<file path="src/rtl/bridge_pkg.sv">
// Shared FSM encoding, default slave windows and the timeout-counter width helper
// for the CPU-to-slave system bridge.
package bridge_pkg;

    typedef enum logic [1:0] {
        ST_IDLE = 2'd0,
        ST_BUSY = 2'd1,
        ST_RESP = 2'd2
    } state_e;

    // Default DM / TC0 / TC1 inclusive windows.
    localparam logic [31:0] DM_LO  = 32'h0000_0000;
    localparam logic [31:0] DM_HI  = 32'h0000_2FFF;
    localparam logic [31:0] TC0_LO = 32'h0000_7F00;
    localparam logic [31:0] TC0_HI = 32'h0000_7F0B;
    localparam logic [31:0] TC1_LO = 32'h0000_7F10;
    localparam logic [31:0] TC1_HI = 32'h0000_7F1B;

    localparam logic [95:0] DEF_SLV_LO = {TC1_LO, TC0_LO, DM_LO};
    localparam logic [95:0] DEF_SLV_HI = {TC1_HI, TC0_HI, DM_HI};

    function automatic int unsigned tmo_width(input int unsigned timeout);
        return $clog2(timeout + 1);
    endfunction

endpackage

</file>
<file path="src/rtl/bridge_decode.sv">
// Combinational address decoder: one-hot slot hit against inclusive windows,
// lowest index wins on overlap, plus a miss flag.
module bridge_decode
    import bridge_pkg::*;
#(
    parameter int unsigned          NSLV   = 3,
    parameter int unsigned          AW     = 32,
    parameter logic [NSLV*AW-1:0]   SLV_LO = DEF_SLV_LO,
    parameter logic [NSLV*AW-1:0]   SLV_HI = DEF_SLV_HI
) (
    input  logic [AW-1:0]   addr,
    output logic [NSLV-1:0] hit,
    output logic            miss
);

    // Scan from the top so a lower-index hit overwrites any higher one.
    always_comb begin
        hit = '0;
        for (int i = NSLV - 1; i >= 0; i--) begin
            if ((addr >= SLV_LO[i*AW +: AW]) && (addr <= SLV_HI[i*AW +: AW])) begin
                hit    = '0;
                hit[i] = 1'b1;
            end
        end
        miss = ~|hit;
    end

endmodule

</file>
<file path="src/rtl/sys_bridge_n.sv">
// Registered CPU-to-NSLV slave bridge with one outstanding access and ack timeout.
// Optional error reporting (cpu_err, err_addr) is enabled by defining BRIDGE_ERR_EN.
module sys_bridge_n
    import bridge_pkg::*;
#(
    parameter int unsigned          NSLV    = 3,
    parameter int unsigned          AW      = 32,
    parameter int unsigned          DW      = 32,
    parameter logic [NSLV*AW-1:0]   SLV_LO  = DEF_SLV_LO,
    parameter logic [NSLV*AW-1:0]   SLV_HI  = DEF_SLV_HI,
    parameter int unsigned          TIMEOUT = 255
) (
    input  logic                 clk,
    input  logic                 reset,
    input  logic                 cpu_req,
    input  logic [AW-1:0]        cpu_addr,
    input  logic [DW-1:0]        cpu_wdata,
    input  logic [DW/8-1:0]      cpu_byteen,
    output logic                 cpu_ready,
    output logic                 cpu_done,
    output logic [DW-1:0]        cpu_rdata,
    output logic                 cpu_err,
`ifdef BRIDGE_ERR_EN
    output logic [AW-1:0]        err_addr,
`endif
    output logic [NSLV-1:0]      slv_sel,
    output logic [AW-1:0]        slv_addr,
    output logic [DW-1:0]        slv_wdata,
    output logic [DW/8-1:0]      slv_byteen,
    output logic                 slv_wen,
    input  logic [NSLV-1:0]      slv_ack,
    input  logic [NSLV*DW-1:0]   slv_rdata
);

    localparam int unsigned BW = DW / 8;
    localparam int unsigned CW = tmo_width(TIMEOUT);

    state_e          state_q, state_d;
    logic [CW-1:0]   cnt_q, cnt_d;
    logic            ready_d, done_d, wen_d;
    logic [DW-1:0]   rdata_d, wdata_d, sel_rdata;
    logic [NSLV-1:0] sel_d, dec_hit;
    logic [AW-1:0]   addr_d;
    logic [BW-1:0]   byteen_d;
    logic            dec_miss, ack_hit, tmo_hit;
`ifdef BRIDGE_ERR_EN
    logic            err_d;
    logic [AW-1:0]   err_addr_d;
`endif

    bridge_decode #(
        .NSLV   (NSLV),
        .AW     (AW),
        .SLV_LO (SLV_LO),
        .SLV_HI (SLV_HI)
    ) u_decode (
        .addr (cpu_addr),
        .hit  (dec_hit),
        .miss (dec_miss)
    );

    // Read data of the currently selected slot (slv_sel is one-hot or zero).
    always_comb begin
        sel_rdata = '0;
        for (int i = 0; i < NSLV; i++) begin
            if (slv_sel[i]) begin
                sel_rdata = sel_rdata | slv_rdata[i*DW +: DW];
            end
        end
    end

    assign ack_hit = |(slv_ack & slv_sel);
    assign tmo_hit = (cnt_q == CW'(TIMEOUT));

    // Next state and next value of every registered output.
    always_comb begin
        state_d  = state_q;
        cnt_d    = cnt_q;
        done_d   = 1'b0;
        rdata_d  = cpu_rdata;
        sel_d    = slv_sel;
        addr_d   = slv_addr;
        wdata_d  = slv_wdata;
        byteen_d = slv_byteen;
        wen_d    = slv_wen;
`ifdef BRIDGE_ERR_EN
        err_d      = cpu_err;
        err_addr_d = err_addr;
`endif
        case (state_q)
            ST_IDLE: begin
                if (cpu_req) begin
                    addr_d   = cpu_addr;
                    wdata_d  = cpu_wdata;
                    byteen_d = cpu_byteen;
                    wen_d    = |cpu_byteen;
                    if (dec_miss) begin
                        state_d = ST_RESP;
                        done_d  = 1'b1;
                        rdata_d = '0;
                        sel_d   = '0;
`ifdef BRIDGE_ERR_EN
                        err_d      = 1'b1;
                        err_addr_d = cpu_addr;
`endif
                    end else begin
                        state_d = ST_BUSY;
                        sel_d   = dec_hit;
                        cnt_d   = '0;
                    end
                end
            end
            ST_BUSY: begin
                cnt_d = cnt_q + CW'(1);
                if (ack_hit) begin
                    state_d = ST_RESP;
                    done_d  = 1'b1;
                    rdata_d = slv_wen ? '0 : sel_rdata;
                    sel_d   = '0;
`ifdef BRIDGE_ERR_EN
                    err_d = 1'b0;
`endif
                end else if (tmo_hit) begin
                    state_d = ST_RESP;
                    done_d  = 1'b1;
                    rdata_d = '0;
                    sel_d   = '0;
`ifdef BRIDGE_ERR_EN
                    err_d      = 1'b1;
                    err_addr_d = slv_addr;
`endif
                end
            end
            ST_RESP: begin
                state_d = ST_IDLE;
            end
            default: begin
                state_d = ST_IDLE;
                sel_d   = '0;
            end
        endcase
        ready_d = (state_d == ST_IDLE);
    end

    always_ff @(posedge clk) begin
        if (!reset) begin
            state_q    <= ST_IDLE;
            cnt_q      <= '0;
            cpu_ready  <= 1'b1;
            cpu_done   <= 1'b0;
            cpu_rdata  <= '0;
            slv_sel    <= '0;
            slv_addr   <= '0;
            slv_wdata  <= '0;
            slv_byteen <= '0;
            slv_wen    <= 1'b0;
        end else begin
            state_q    <= state_d;
            cnt_q      <= cnt_d;
            cpu_ready  <= ready_d;
            cpu_done   <= done_d;
            cpu_rdata  <= rdata_d;
            slv_sel    <= sel_d;
            slv_addr   <= addr_d;
            slv_wdata  <= wdata_d;
            slv_byteen <= byteen_d;
            slv_wen    <= wen_d;
        end
    end

`ifdef BRIDGE_ERR_EN
    always_ff @(posedge clk) begin
        if (!reset) begin
            cpu_err  <= 1'b0;
            err_addr <= '0;
        end else begin
            cpu_err  <= err_d;
            err_addr <= err_addr_d;
        end
    end
`else
    assign cpu_err = 1'b0;
`endif

endmodule

</file>
<file path="config.mk">
export PLATFORM = sky130hd
export DESIGN_NAME = sys_bridge_n
export DESIGN_NICKNAME = d
export VERILOG_FILES = /design/src/rtl/bridge_pkg.sv /design/src/rtl/bridge_decode.sv /design/src/rtl/sys_bridge_n.sv
export SDC_FILE = /design/constraint.sdc
export NUM_CORES = 1
export LEC_CHECK = 0
export ABC_AREA = 1
export CAP_MARGIN = 20
export CORE_MARGIN = 1.5
export CORE_UTILIZATION = 36
export DETAILED_ROUTE_END_ITERATION = 12
export PLACE_DENSITY_LB_ADDON = 0.3
export SKIP_CTS_REPAIR_TIMING = 1
export SLEW_MARGIN = 15
export SYNTH_ARGS = -nofsm -noshare
export SYNTH_HDL_FRONTEND = slang
export SYNTH_SLANG_ARGS = --single-unit
</file>
<file path="constraint.sdc">
create_clock -name clk -period 1.5 [get_ports clk]
set_input_delay 0.45 -clock clk [delete_from_list [all_inputs] [get_ports clk]]
set_output_delay 0.45 -clock clk [all_outputs]
set_load 0.01 [all_outputs]
</file>
==> out/metrics.cfg, run 1 <==
[route]
dr.pass1.iters = 4
detail_route.wl_per_cell_um = 15.64
viasPerCell = 4.831
ant_nets = 0
drtIter0Drc = 221
drt-total-wl_um = 19270
remaining_drc_errors = 0
vias = 5952

[outcome]
violations = setup timing
status = finished, violations left

[cts]
ctsHtreeMaxLevel = 4
clkSlewWorstSetupHoldPaths_ns = 0.06
clockBufferDepth = 2
cts_root_buffer = clkbuf_16
cts_sinks = 116
tritoncts = done
clock_latency_ns = 0.42
cts_buffers = 17

[grt]
first_global_vias = 5955
antenna_found_initial = 2
grt_max_degree = 48
grt_usage_pct = 23.10
grt_overflow = 0
grt_pass1_wl_um = 29090

[logic_synthesis]
synthCells = 720
synth_edf_count = 0
synth_nets = 891
avgSynthCellArea_um2 = 7.379
yosysMostFrequentCell = nand2_1
ys_seq_area_share_pct = 43.71
synth_area_leaders = dfxtp_1 (44%), nand2_1 (11%), nor2_1 (11%)
synth_cell_types = 32
synth-main-ff-cell = dfxtp_1
netlist_area_um2 = 5313
synthArstFlopShare_pct = 0
synth_seq_cells = 116
yosys.area.top_type = dfxtp_1
synth_commonest_cells = nand2_1 (160), nor2_1 (149), dfxtp_1 (116)
netlist.area_leader.share_pct = 43.71
yosysWarnings = 0

[cells_and_area]
drive_gt1_share_pct = 23.80
final_util_pct = 67.60
area_growth_pct = 84.24
fin_nets = 1204

[worst_setup_path]
r2r_setup_slack_ns = -0.02
cp-start-kind = register
cp_slowest_cell = dfxtp_4
path_buf_inv = 3
cp.arrival_ns = 1.82
ff2ff_path_depth = 10
crit_family = simple AND/OR/NAND/NOR gates
cp_max_fo = 4
worstReg2RegEnd = cpu_ready
crit_path_cell_trace = ha_4, nand2_4, inv_4, nand3_4, nor2_4, o21ai_4, buf_12, buf_6, a21oi_4, nor2_1
crit_type = reg2reg
worstReg2RegStart = cnt_q[0]
endpoint_kind = register
critPathRequiredTime_ns = 1.80
slowest_delay_ns = 0.35

[worst_hold_path]
min-delay-start = cpu_addr[22]
min_path_cells = 3
worstHoldEndpoint = slv_addr[22]
min_path_type = in2reg

[sta]
postLayoutSetupSlackWorst_ns = -0.02206
period_needed_ns = 1.522
slew_viol_final = 0
hold_viol = 0
fmax_mhz = 657.0
fin_skew_ns = 0.005400
finalSetupViolations = 14
period_share_pct = 101.5
rsz0062_at_grt = true

[floorplan]
rows = 44
start_util_pct = 36.69
fp.dieH_um = 124.5
dieArea_um2 = 15500
core_um2 = 14480
io_pins = 277
die_w_um = 124.5

[pwr]
p_leak_nw = 5.544
power_density_nw_per_um2 = 878.8
power_mw = 8.602
vdd_drop_max_v = 0.0006395

[job]
cap_violations = 0

[placement]
portBuffers = 275
hpwl_um = 12760
gp_congestion = 0.8015

[layer usage]
layer / part of all wire [%] / track usage (%) / up-vias
li1: - / - / 2971
met1: 42 / 26.81 / 2735
met2: 49 / 38.66 / 217
met3: 7.7 / 9.192 / 29
met4: 2.0 / 7.911 / 0
met5: 0 / 0 / -
[cell families after synthesis]
family / Yosys count / share of synthesized area, %
compound gates: 125 / 14.32
buf+inv: 68 / 6.641
flops: 116 / 43.71
fa+ha+maj: 1 / 0.2355
simple gates: 409 / 35.02
other cells: 1 / 0.07059
[final cells by class]
| cell class | instances | area (um2) |
|---|---|---|
| clock buffers | 20 | 446.7 |
| repair buffers | 344 | 3695 |
| inverters | 18 | 76.32 |
| multi-input cells | 536 | 2893 |
| fillers | 1152 | 4691 |
| diodes | 2 | 5.005 |
| clock inverters | 12 | 108.9 |
| flip-flops and latches | 116 | 2333 |
| well taps | 184 | 230.2 |
[worst register-to-register path: cells and delay by family, from the launching register on]
family / cells / cell delay (ns)
compound gates: 2 / 0.24
fa+ha+maj: 1 / 0.14
buf+inv: 3 / 0.32
flops: 1 / 0.35
simple gates: 4 / 0.36
[worst max-delay path by stage]
stage	cells after the start	start	end
4_1_cts	1	slv_sel[2]	slv_sel[2]
3_5_place_dp	9	cpu_addr[30]	cnt_q[1]
5_1_grt	9	slv_ack[0]	slv_sel[0]
3_3_place_gp	9	cpu_addr[30]	cnt_q[7]
2_1_floorplan	10	cpu_addr[20]	cpu_rdata[0]
6_report	10	cnt_q[0]	cpu_ready
[cell usage in the layout (no fill, tap or decap), types with 6 or more instances in the layout]
cell             count
nand2_1            151
clkdlybuf4s50_1    135
nor2_1             133
dlymetal6s2s_1     121
dfxtp_1            109
o21ai_0             67
buf_4               49
nand3_1             45
nand3_2             33
a21oi_2             32
clkbuf_16           21
a21oi_1             15
clkbuf_2            14
buf_6               13
nor2_2              11
nor2_4               8
inv_1                8
nand2_2              8
inv_2                7
buf_12               7
clkinvlp_4           6
dfxtp_2              6
[registers in the layout (all words and copies together) (netlist names)]
| signal | count |
|---|---|
| cpu_rdata | 32 |
| slv_addr | 32 |
| slv_wdata | 32 |
| cnt_q | 8 |
| slv_byteen | 4 |
| slv_sel | 3 |
| state_q | 2 |
| cpu_done | 1 |
| cpu_ready | 1 |
| slv_wen | 1 |
[where the power goes]
part,switching (mW),total (mW),internal [mW]
logic,0.666,1.48,0.818
clock network,1.49,3.80,2.31
registers,0.0750,3.31,3.24
[per-stage QoR]
stage | setup slack [ns] | area (um2) | TNS, ns | hold slack, ns | instances
finish | -0.02206 | 9788 | -0.09751 | 0.2876 | 1232
global route | -0.09789 | 9788 | -2.191 | 0.3038 | 1232
CTS | -0.4246 | 9041 | -43.95 | 0.3477 | 1213
detailed placement | -0.8124 | 8486 | -60.38 | 0.4638 | 1181
global placement | -0.7838 | 8486 | -57.36 | 0.4568 | 1181
floorplan | 0.0008423 | 5316 | 0 | 0.4746 | 720
No activity file was read; power rests on OpenSTA's default activity.
==> inputs of run 2 (changes only) <==
SETUP_SLACK_MARGIN = 0.3   (was not set)
SLEW_MARGIN = 20   (was 15)
==> out/metrics.cfg, run 2 (synthesized netlist as in run 1, its figures left out) <==
[outcome]
status = finished, violations left
violations = setup timing

[worst_setup_path]
critPathRequiredTime_ns = 1.84
cp_max_fo = 7
cp_slowest_cell = dfxtp_4
cp.arrival_ns = 1.87
endpoint_kind = register
path_buf_inv = 3
crit_family = buffers and inverters
cp_common_cell = nand3_4
slowest_delay_ns = 0.35
crit_type = reg2reg
cp-start-kind = register
crit_path_cell_trace = ha_4, nand2_2, inv_2, nand3_4, nor2_4, o21ai_4, buf_12, clkbuf_16, nand3_4, a21oi_2

[floorplan]
io_pins = 277
start_util_pct = 36.69
fp.dieH_um = 124.5
core_um2 = 14480
rows = 44
dieArea_um2 = 15500
die_w_um = 124.5

[cts]
cts_buffers = 17
tritoncts = done
cts_sinks = 116
ctsHtreeMaxLevel = 4
cts_root_buffer = clkbuf_16
clkSlewWorstSetupHoldPaths_ns = 0.06
clock_latency_ns = 0.42
clockBufferDepth = 2

[grt]
antenna_found_initial = 2
first_global_vias = 5914
grt_usage_pct = 23.13
grt_max_degree = 45
grt_pass1_wl_um = 29190
grt_overflow = 0

[sta]
slew_viol_final = 0
finalSetupViolations = 20
postLayoutSetupSlackWorst_ns = -0.03284
whs_ns = 0.2628
rsz0062_at_grt = true
fmax_mhz = 652.4
hold_viol = 0
fin_skew_ns = 0.007053
period_share_pct = 102.2
period_needed_ns = 1.533

[route]
viasPerCell = 5.148
drt-total-wl_um = 22200
ant_nets = 0
vias = 6517
wl_met1_um = 8361
dr.max_layer_used = met4
drtIter0Drc = 412
remaining_drc_errors = 0
wl_met2_um = 11490
met3_wirelength_um = 1667
dr.pass1.iters = 5
detail_route.wl_per_cell_um = 17.53

[pwr]
vdd_drop_max_v = 0.0008389
p_leak_nw = 4.532
power_mw = 8.976
power_density_nw_per_um2 = 827.0

[cells_and_area]
final_cell_mix = nand2_1 (153), clkdlybuf4s50_1 (135), buf_6 (114)
multi_input_area_um2 = 3378
drive_gt1_share_pct = 50.56
fillers = 956
area_growth_pct = 104.3
fin_nets = 1240
final_common_cell = nand2_1
regArea_um2 = 2480
reg_top3 = cpu_rdata (32), slv_addr (32), slv_wdata (32)

[placement]
gp_congestion = 0.7899
hpwl_um = 12940
portBuffers = 275

[job]
cap_violations = 0

[worst_hold_path]
min_path_type = in2reg

[run 2: cell types whose count changed in the layout (fill, tap and decap cells not counted), sizes merged]
cell          previous run  this run
buf                     70       201
bufinv                   1         0
clkbuf                  38        54
clkinv                   6         5
clkinvlp                 6         1
dlymetal6s2s           121        15
[run 2: final timing paths]
path	from	endpoint	slack (ns)	cells past startpoint
max	cnt_q[0]	cpu_rdata[2]	-0.03	10
min	cpu_addr[27]	slv_addr[27]	0.26	3
max reg2reg	cnt_q[0]	cpu_rdata[2]	-0.03	10
min reg2reg	cpu_rdata[17]	cpu_rdata[17]	0.47	2
[run 2: area by class of cell]
type,count,area share (%)
Clock inverter,5,0.2305
Inverter,18,0.7262
Tap cell,184,2.121
Sequential cell,116,22.85
Clock buffer,25,4.657
Antenna cell,2,0.04611
Multi-Input combinational cell,536,31.12
Timing Repair Buffer,380,38.25
[run 2: report_power, final]
part	total, mW	switching [mW]	internal (mW)
Sequential	3.38	0.117	3.26
Clock	3.69	1.40	2.29
Combinational	1.90	0.837	1.07
Total	8.98	2.35	6.62
[run 2: tightest hold or removal path, stage by stage]
cell	delay [ns]
buf_8	0.08
nor2_2	0.03
nor2_1	0.08
[run 2: routing by layer]
| metal | global-route usage [%] | vias to the layer above |
|---|---|---|
| li1 | - | 3068 |
| met1 | 26.02 | 3112 |
| met2 | 39.53 | 282 |
| met3 | 8.720 | 55 |
| met4 | 8.993 | 0 |
| met5 | 0 | - |
[run 2: stage by stage]
stage | cell area (um2) | setup slack [ns] | utilization, % | setup TNS, ns | instances
after global placement | 8549 | -0.6824 | 59.05 | -49.80 | 1177
after CTS | 9080 | -0.4748 | 62.71 | -39.42 | 1207
after floorplan | 5414 | 0.01494 | - | 0 | 720
final | 10850 | -0.03284 | 74.97 | -0.2554 | 1266
after detailed placement | 8549 | -0.7086 | 59.05 | -51.30 | 1177
after global routing | 10850 | -0.1036 | 74.97 | -2.556 | 1266
==> inputs of run 3 (changes only) <==
CORE_MARGIN = not set   (was 1.5)
SLEW_MARGIN = 10   (was 20)
==> out/metrics.cfg, run 3 (synthesized netlist as in run 1, its figures left out) <==
[cts]
cts_buffers = 17
cts_sinks = 116
cts_root_buffer = clkbuf_16
clock_latency_ns = 0.42
clockBufferDepth = 2
ctsHtreeMaxLevel = 4
tritoncts = done
clkSlewWorstSetupHoldPaths_ns = 0.06

[pwr]
power_mw = 8.887
power_density_nw_per_um2 = 854.6
p_leak_nw = 4.382
vdd_drop_max_v = 0.0007393

[sta]
period_needed_ns = 1.556
fmax_mhz = 642.7
finalSetupViolations = 9
rsz0062_at_grt = true
postLayoutSetupSlackWorst_ns = -0.05590
hold_viol = 0
period_share_pct = 103.7
fin_skew_ns = 0.009911
slew_viol_final = 0

[worst_setup_path]
cp-start-kind = register
ff2ff_path_depth = 9
r2r_setup_slack_ns = -0.06
slowest_delay_ns = 0.34
path_buf_inv = 5
endpoint_kind = register
crit_family = buffers and inverters
cp_slowest_cell = dfxtp_2
crit_path_cell_trace = buf_4, inv_1, nor2_1, buf_6, nand3_1, inv_2, clkbuf_16, nand2_1, a21oi_2
cp.arrival_ns = 1.90
cp_max_fo = 16
worstReg2RegStart = state_q[0]
crit_type = reg2reg
worstReg2RegEnd = cpu_rdata[11]
critPathRequiredTime_ns = 1.84

[placement]
portBuffers = 275
hpwl_um = 12990
dp_cells = 1173
gp_congestion = 0.7560

[cells_and_area]
final_common_cell = nand2_1
area_growth_pct = 95.76
reg_top3 = cpu_rdata (32), slv_addr (32), slv_wdata (32)
fin_nets = 1227
instances_no_fill = 1254
final_cell_mix = nand2_1 (149), clkdlybuf4s50_1 (135), buf_6 (121)
drive_gt1_share_pct = 49.20
final_util_pct = 71.83

[grt]
grt_pass1_wl_um = 27300
first_global_vias = 5470
grt_usage_pct = 23.29
grt_max_degree = 44
grt_overflow = 0
antenna_found_initial = 1

[floorplan]
core_um2 = 14480
dieArea_um2 = 15250
rows = 44
die_w_um = 123.5
io_pins = 277
fp.dieH_um = 123.5
start_util_pct = 36.69

[route]
drtIter0Drc = 309
drt-total-wl_um = 21400
remaining_drc_errors = 0
dr.pass1.iters = 4
ant_nets = 0
viasPerCell = 4.984
vias = 6250
detail_route.wl_per_cell_um = 17.07

[outcome]
violations = setup timing
status = finished, violations left

[worst_hold_path]
min-delay-start = cpu_addr[31]
min_path_cells = 3
min_path_type = in2reg
worstHoldEndpoint = slv_addr[31]

[job]
cap_violations = 0

## run 3: tightest hold or removal path, stage by stage
cell and delay, ns:
buf_6 0.08, nor2_1 0.04, nor2_1 0.08
## run 3: power by group
group | switching [mW] | total [mW] | internal [mW]
clock network | 1.51 | 3.82 | 2.31
registers | 0.108 | 3.37 | 3.27
logic | 0.735 | 1.69 | 0.958
## run 3: layout make-up
type	instances	area [um2]
timing repair buffer	367	3923
tap	184	230.2
clock inverter	12	108.9
clock buffer	20	446.7
multi-input combinational	536	3154
antenna	1	2.502
sequential	116	2467
inverter	18	67.56
fill	1054	4079
## run 3: worst max-delay path by stage
stage                       startpoint       endpoint  slack (ns)  depth (start not counted)
after global routing        state_q[0]  cpu_rdata[19]       -0.11                          9
after CTS                   slv_sel[2]     slv_sel[2]       -0.46                          1
final                       state_q[0]  cpu_rdata[11]       -0.06                          9
after global placement    cpu_addr[23]  cpu_rdata[21]       -0.74                         11
after detailed placement  cpu_addr[23]  cpu_rdata[22]       -0.80                         11
after floorplan           cpu_addr[20]   cpu_rdata[0]        0.01                         10
## run 3: per-stage QoR
stage	setup TNS (ns)	cell area (um2)	hold WS (ns)	worst slack [ns]
finish	-0.2173	10400	0.2619	-0.05590
CTS	-41.98	9087	0.3902	-0.4611
floorplan	0	5414	0.4516	0.01494
global route	-2.749	10400	0.2654	-0.1095
detailed placement	-55.09	8532	0.4621	-0.7959
global placement	-52.29	8532	0.4516	-0.7352
## run 3: routing by layer
layer	routed length, um	vias up	track usage, %
li1	-	3028	-
met1	8107	2926	26.58
met2	10800	245	39.00
met3	1850	51	8.118
met4	642	0	10.54
met5	0	-	0
